[src/rtl/prog_counter.sv]
// Programmable up/down counter with prescaler, wrap/saturate boundary modes, tc pulse and sticky ovf.
// Optional count capture register enabled by defining PROG_COUNTER_CAPTURE_EN.
module prog_counter #(
  parameter int WIDTH = 32,
  parameter int PSC_W = 8
) (
  input  logic             clk,
  input  logic             rst,
  input  logic             clr,
  input  logic             en,
  input  logic             up_dn,
  input  logic             sat,
  input  logic             load,
  input  logic [WIDTH-1:0] load_val,
  input  logic [WIDTH-1:0] max_val,
  input  logic [PSC_W-1:0] psc_div,
  input  logic             cap,
  output logic [WIDTH-1:0] count,
  output logic             tc,
  output logic             ovf,
  output logic [WIDTH-1:0] cap_val
);

  logic [WIDTH-1:0] r_count;
  logic [PSC_W-1:0] r_psc;
  logic             r_tc;
  logic             r_ovf;

  logic             w_tick;
  logic             w_bound;
  logic [WIDTH-1:0] w_next;

  // Returns {boundary_hit, next_count} for one tick in the given direction/mode.
  function automatic logic [WIDTH:0] step_count(
    input logic [WIDTH-1:0] cur,
    input logic [WIDTH-1:0] mx,
    input logic             up,
    input logic             sat_m
  );
    logic [WIDTH:0] res;
    if (up) begin
      if (cur >= mx) res = {1'b1, (sat_m ? mx : {WIDTH{1'b0}})};
      else           res = {1'b0, cur + WIDTH'(1)};
    end else begin
      if (cur == '0) res = {1'b1, (sat_m ? {WIDTH{1'b0}} : mx)};
      else           res = {1'b0, cur - WIDTH'(1)};
    end
    return res;
  endfunction

  assign w_tick            = en && (r_psc == psc_div);
  assign {w_bound, w_next} = step_count(r_count, max_val, up_dn, sat);

  // psc free-runs modulo 2^PSC_W, so a psc_div lowered below psc wraps through all-ones to 0.
  always_ff @(posedge clk) begin
    r_tc <= 1'b0;
    if (rst || clr) begin
      r_count <= '0;
      r_psc   <= '0;
      r_ovf   <= 1'b0;
    end else if (load) begin
      r_count <= load_val;
      r_psc   <= '0;
    end else if (w_tick) begin
      r_count <= w_next;
      r_psc   <= '0;
      r_tc    <= w_bound;
      r_ovf   <= r_ovf | w_bound;
    end else if (en) begin
      r_psc   <= r_psc + PSC_W'(1);
    end
  end

  assign count = r_count;
  assign tc    = r_tc;
  assign ovf   = r_ovf;

`ifdef PROG_COUNTER_CAPTURE_EN
  logic [WIDTH-1:0] r_cap_val;

  // Captures the pre-edge count, so cap with load records the value before the load.
  always_ff @(posedge clk) begin
    if (rst || clr)  r_cap_val <= '0;
    else if (cap)    r_cap_val <= r_count;
  end

  assign cap_val = r_cap_val;
`else
  logic w_unused_cap;
  assign w_unused_cap = cap;
  assign cap_val      = '0;
`endif

endmodule

[config.mk]
export PLATFORM = sky130hd
export DESIGN_NAME = prog_counter
export DESIGN_NICKNAME = d
export VERILOG_FILES = /design/src/rtl/prog_counter.sv
export SDC_FILE = /design/constraint.sdc
export NUM_CORES = 1
export LEC_CHECK = 0
export BUFFER_PORTS_ARGS = -buffer_cell sky130_fd_sc_hd__buf_4
export CAP_MARGIN = 20
export CORE_ASPECT_RATIO = 1.4
export CORE_MARGIN = 3
export CORE_UTILIZATION = 50
export CTS_CLUSTER_SIZE = 14
export DETAILED_ROUTE_END_ITERATION = 10
export GPL_TIMING_DRIVEN = 1
export PLACE_DENSITY_LB_ADDON = 0.15
export SYNTH_ARGS = -nofsm -noshare
export SYNTH_HDL_FRONTEND = slang
export SYNTH_SLANG_ARGS = --single-unit
[constraint.sdc]
create_clock -name clk -period 4.4 [get_ports clk]
set_input_delay 1.1 -clock clk [delete_from_list [all_inputs] [get_ports clk]]
set_output_delay 1.1 -clock clk [all_outputs]
set_load 0.01 [all_outputs]
# --- Word level (Yosys, flattened, before mapping) ---
# Cells that the tools add are included.
op_classes:
  addsub: 3
  mul: 0
  n_div: 0
  order_cmp: 1
  n_eq_ne: 1
  n_shift: 0
  mux: 7
  n_bitwise: 3
  n_reduce_logical: 7
op_table:
  columns: ["operator", "count"]
  rows:
  - ["$mux 32", 4]
  - ["$mux 33", 3]
  - ["$add 32x1->32 const B", 1]
  - ["$ge 32x32->1", 1]
  - ["$logic_not 32->1", 1]
  - ["$sub 32x1->32 const B", 1]
  - ["$add 8x1->8 const B", 1]
  - ["$eq 8x8->1", 1]
  - ["$reduce_or 3->1", 2]
  - ["$not 1->1", 2]
  - ["$reduce_and 2->1", 1]
  - ["$reduce_bool 2->1", 1]
  - ["$logic_and 1x1->1", 1]
  - ["$logic_or 1x1->1", 1]
  - ["$or 1x1->1", 1]
word_totals:
  ff_bits: 42
  latchBits: 0
  ramBits: 0
  rom_bits: 0
  input_bits: 80
  wordCells: 26
  n_memories: 0

# --- Longest topological paths before layout ---
logic_depth:
  word_depth: 5
  depth_mapped: 11
  depth_no_buf: 9

# --- Worst setup path after synthesis ---
# No wires, ideal clock.
synth_timing:
  kind: "input -> register"
  start: "in max_val[14]"
  end: "reg r_count[25] (netlist: count[25])"
  setup_ns: 0.088
  arrival_ns: 3.377
  t_required_ns: 4.312
  path_slack_ns: 0.936
  path_stages: 10
  n_path_buf: 1
  path_cell_list: "inv_1 > ha_1 > nand4_1 > or4_1 > o32ai_1 > o41a_1 > clkbuf_1 > o211ai_1 > a31o_2 > o31ai_1"
synth_between:
  elab_chain_len: 5
synth_lines:
  columns: ["element", "line_no", "rtl"]
  rows:
  - ["start: declaration", "15", "input logic [WIDTH-1:0] max_val,"]
  - ["$ge 32x32->1", "42", "if (cur >= mx) res = {1'b1, (sat_m ? mx : {WIDTH{1'b0}})};"]
  - ["$mux 33", "42", null]
  - ["$mux 33", "41", "if (up) begin"]
  - ["$mux 32", "64", "end else if (w_tick) begin"]
  - ["$mux 32", "61", "end else if (load) begin"]
  - ["end signal: assignment", "62", "r_count <= load_val;"]
  - ["end signal: assignment", "65", "r_count <= w_next;"]
  - ["end: declaration", "24", "logic [WIDTH-1:0] r_count;"]
# Every way passes these cells. The select of a mux whose other input is x is not followed.
# A chain may end at the register's enable or synchronous reset.

# --- Worst setup path in the final report ---
layout_timing:
  start: "in max_val[0]"
  end: "reg r_count[22] (netlist: count[22])"
# The elaborated chain is that of the path after synthesis.

==> results summary <==
0 antenna diodes ended up in the layout. The final weighted congestion in routability-driven placement is 0.929. The insertion delay of the later-clocked pin in the worst-skew pair came out at 0.30 ns. The total power of the final layout came out at 1.28 mW.

The number of top-level pins is 146. The synthesized cell area came out at 0.00520 mm^2. The number of hold-repair buffers added at the cts stage is 0. The most common cell in the synthesized netlist is clkbuf_1. Clock-pin slew was measured on the worst setup and hold paths at 0.07 ns.

The clock passes through at most 2 buffers. Sorting the synthesized cells by area gives the leading types as dfxtp_1 16%, ha_1 8.7%, xnor2_1 7.6%, buf_4 4.6%, nor3_1 4.4%. The count of vias placed by the detailed router came out at 5,987.

The area growth from synthesis to layout is 17.9%. After detailed routing, the number of remaining DRC violations is 0. The number of antenna violations at the first check in global routing is 0. The pin slew with the least headroom to its limit is 1.06 ns.

The worst setup path is captured at a register. The final number of hold-violating endpoints came out at 0. The overall track demand over capacity in global routing is 30.4%. The leakage power came out at 2.62 nW. The run finished with clean final reports. The mean routed wirelength per cell is 19.8 um. In the synthesized netlist, the number of instances is 722. The post-route fraction of the period consumed by the critical path came out at 83.8%. The filler cell count in the final layout is 979. The largest total area in the synthesized netlist belongs to dfxtp_1. Counting flops with a built-in enable in the synthesized netlist gives 0.

After clock tree synthesis, the repair step resized 0 gates. The post-route netlist has 19.8% of its cells at a drive strength greater than 1. STA puts the critical path data arrival time at 3.86 ns. The number of cells on the worst reg-to-reg path came out at 10.

The critical path class is in2reg. STA classifies the critical path startpoint as an input pin. The smallest clock period supported by the final layout is computed as 3.69 ns. By count the netlist is led by 57 x clkbuf_1, 46 x nor3_1, 45 x xnor2_1, 43 x inv_1, 43 x nor2_1.

Static timing analysis puts the maximum clock frequency at 271 MHz. The initial core utilization is 52.0%. The die width is 92.2 um.

The min-delay analysis places its worst path in the category reg2reg. The total overflow left after global routing is 0. The via count of the first global-routing pass is 5,795. The die height came out at 127 um. The total length of routed wires came out at 18,400 um.

The most instantiated flip-flop cell in the synthesis netlist is dfxtp_1. Buffers inserted during clock tree synthesis total 5. Hold is met by 0.475 ns. The wire length of the first global-routing pass came out at 28,700 um. For this run, the detailed router's first-pass iteration total came to 6.

The clock arrives with 0.00784 ns of skew. The number of library cell types mapped by synthesis is 68. TritonCTS built the clock tree.

The power density over cell area is 209 mW/mm^2. Setup repair after global routing left no endpoint under its margin. The max-capacitance violation count is 0. The number of warnings reported in the yosys synthesis log came out at 0. The violation count after the first detailed-route iteration came out at 464. The share of synthesized flip-flops with an asynchronous set or reset came out at 0%. Once detail routing completed, the nets flagged for antenna violations numbered 0.

The row count came out at 43. Entering global routing, the biggest net connects 35 pins. The overall die area came out at 0.0117 mm^2. The total of flip-flops plus latches after synthesis came out at 42. The worst relative slew slack came out at 29.3%. In this run the biggest area consumer among cell types represents 16.2% of the synthesized area.

The number of sinks on the clock net came out at 42. The number of setup buffers added after CTS came out at 0. In the final design database the tool counted 911 nets. The core occupancy in the finished layout is 61.3%. IR analysis of the VDD net gives a maximum drop of 0.000137 V. The biggest fanout along the worst timing path came out at 19. The tree is rooted in a clkbuf_16.

The final-report max-slew violation count is 0. Using the TritonRoute via totals, the vias-per-cell ratio works out to 6.43. After synthesis, flip-flops and latches occupy 16.2% of the total area. The worst endpoint required time came out at 4.58 ns.

The count of final setup violators is 0. Counting instances, the worst hold path has a depth of 1. In the final timing run, aggregate negative setup slack is 0 ns. The total half-perimeter wirelength after legalization and detailed placement is 13,300 um. The count of input and output buffers came out at 112. The average instance area after synthesis came out at 7.21 um^2. The maximum level of the CTS H-tree came out at 2. The floorplan step defined a core boundary enclosing 0.0100 mm^2.
==> sequential cells by signal, indices dropped and copies added (netlist names) <==
signal  count
tc          1
r_psc       8
count      32
ovf         1
==> logic make-up after synthesis <==
group	share of synthesized area, %
flip-flops	16.2
XOR/XNOR	11.3
AO/OA/AOI/OAI	24.4
other	0.0721
multiplexers	1.39
buffers and inverters	12.7
adder cells (fa/ha/maj)	8.66
AND/OR/NAND/NOR	25.3
==> final timing paths <==
| kind | end | slack [ns] | start |
|---|---|---|---|
| max reg2reg | count[22] | 0.94 | count[0] |
| min | ovf | 0.48 | ovf |
| max | count[22] | 0.71 | max_val[0] |
| min reg2reg | ovf | 0.48 | ovf |
==> critical path: stages <==
cell and delay [ns]:
buf_4 0.12, ha_1 0.28, nand2b_1 0.14, a2111oi_0 0.70
o32ai_1 0.25, o41ai_2 0.40, nand2_1 0.20, buf_4 0.26
a311oi_1 0.30, o31ai_1 0.11
==> layer usage <==
metal / vias up / share of wire, % / global-route usage, %
met5: - / 0 / 0
met1: 2782 / 37 / 34.8
li1: 2759 / - / -
met4: 0 / 5.7 / 17.4
met2: 361 / 48 / 53.2
met3: 85 / 8.8 / 4.80
==> power breakdown <==
| part | internal [mW] | switching (mW) |
|---|---|---|
| Combinational | 0.197 | 0.262 |
| Clock | 0.213 | 0.185 |
| Sequential | 0.391 | 0.0323 |
| Total | 0.802 | 0.479 |
==> area by class of cell <==
type | instances | area [um^2] | area share [%]
clock buffers | 5 | 125 | 2.04
clock inverters | 3 | 23.8 | 0.388
inverters | 44 | 165 | 2.69
multi-input cells | 571 | 3820 | 62.4
flip-flops and latches | 42 | 841 | 13.7
well taps | 135 | 169 | 2.75
repair buffers | 131 | 983 | 16.0
==> through the flow <==
step | std cells | setup slack, ns | area [um^2]
global placement | 923 | 0.531 | 5980
CTS | 931 | 0.776 | 6130
finish | 931 | 0.712 | 6130
floorplan | 753 | 0.936 | 5320
detailed placement | 923 | 0.509 | 5980
global route | 931 | 0.462 | 6130
==> placed cells by master, fill, tap and decap left out, drive strengths merged, types with 7 or more instances in the layout <==
cell type,netlist,layout
buf,39,131
nor3,46,46
xnor2,45,45
inv,43,44
nor2,43,43
dfxtp,42,42
nand2,40,40
nand3,39,39
a21oi,38,38
ha,36,36
conb,1,32
o21ai,25,25
xor2,22,22
nor4,16,16
or3,16,16
a311oi,15,15
nand4,14,14
a31oi,13,13
a211oi,12,12
o31ai,12,12
or4,12,12
o211ai,7,7
a22oi,7,7
(Power assumes the default switching activity.)
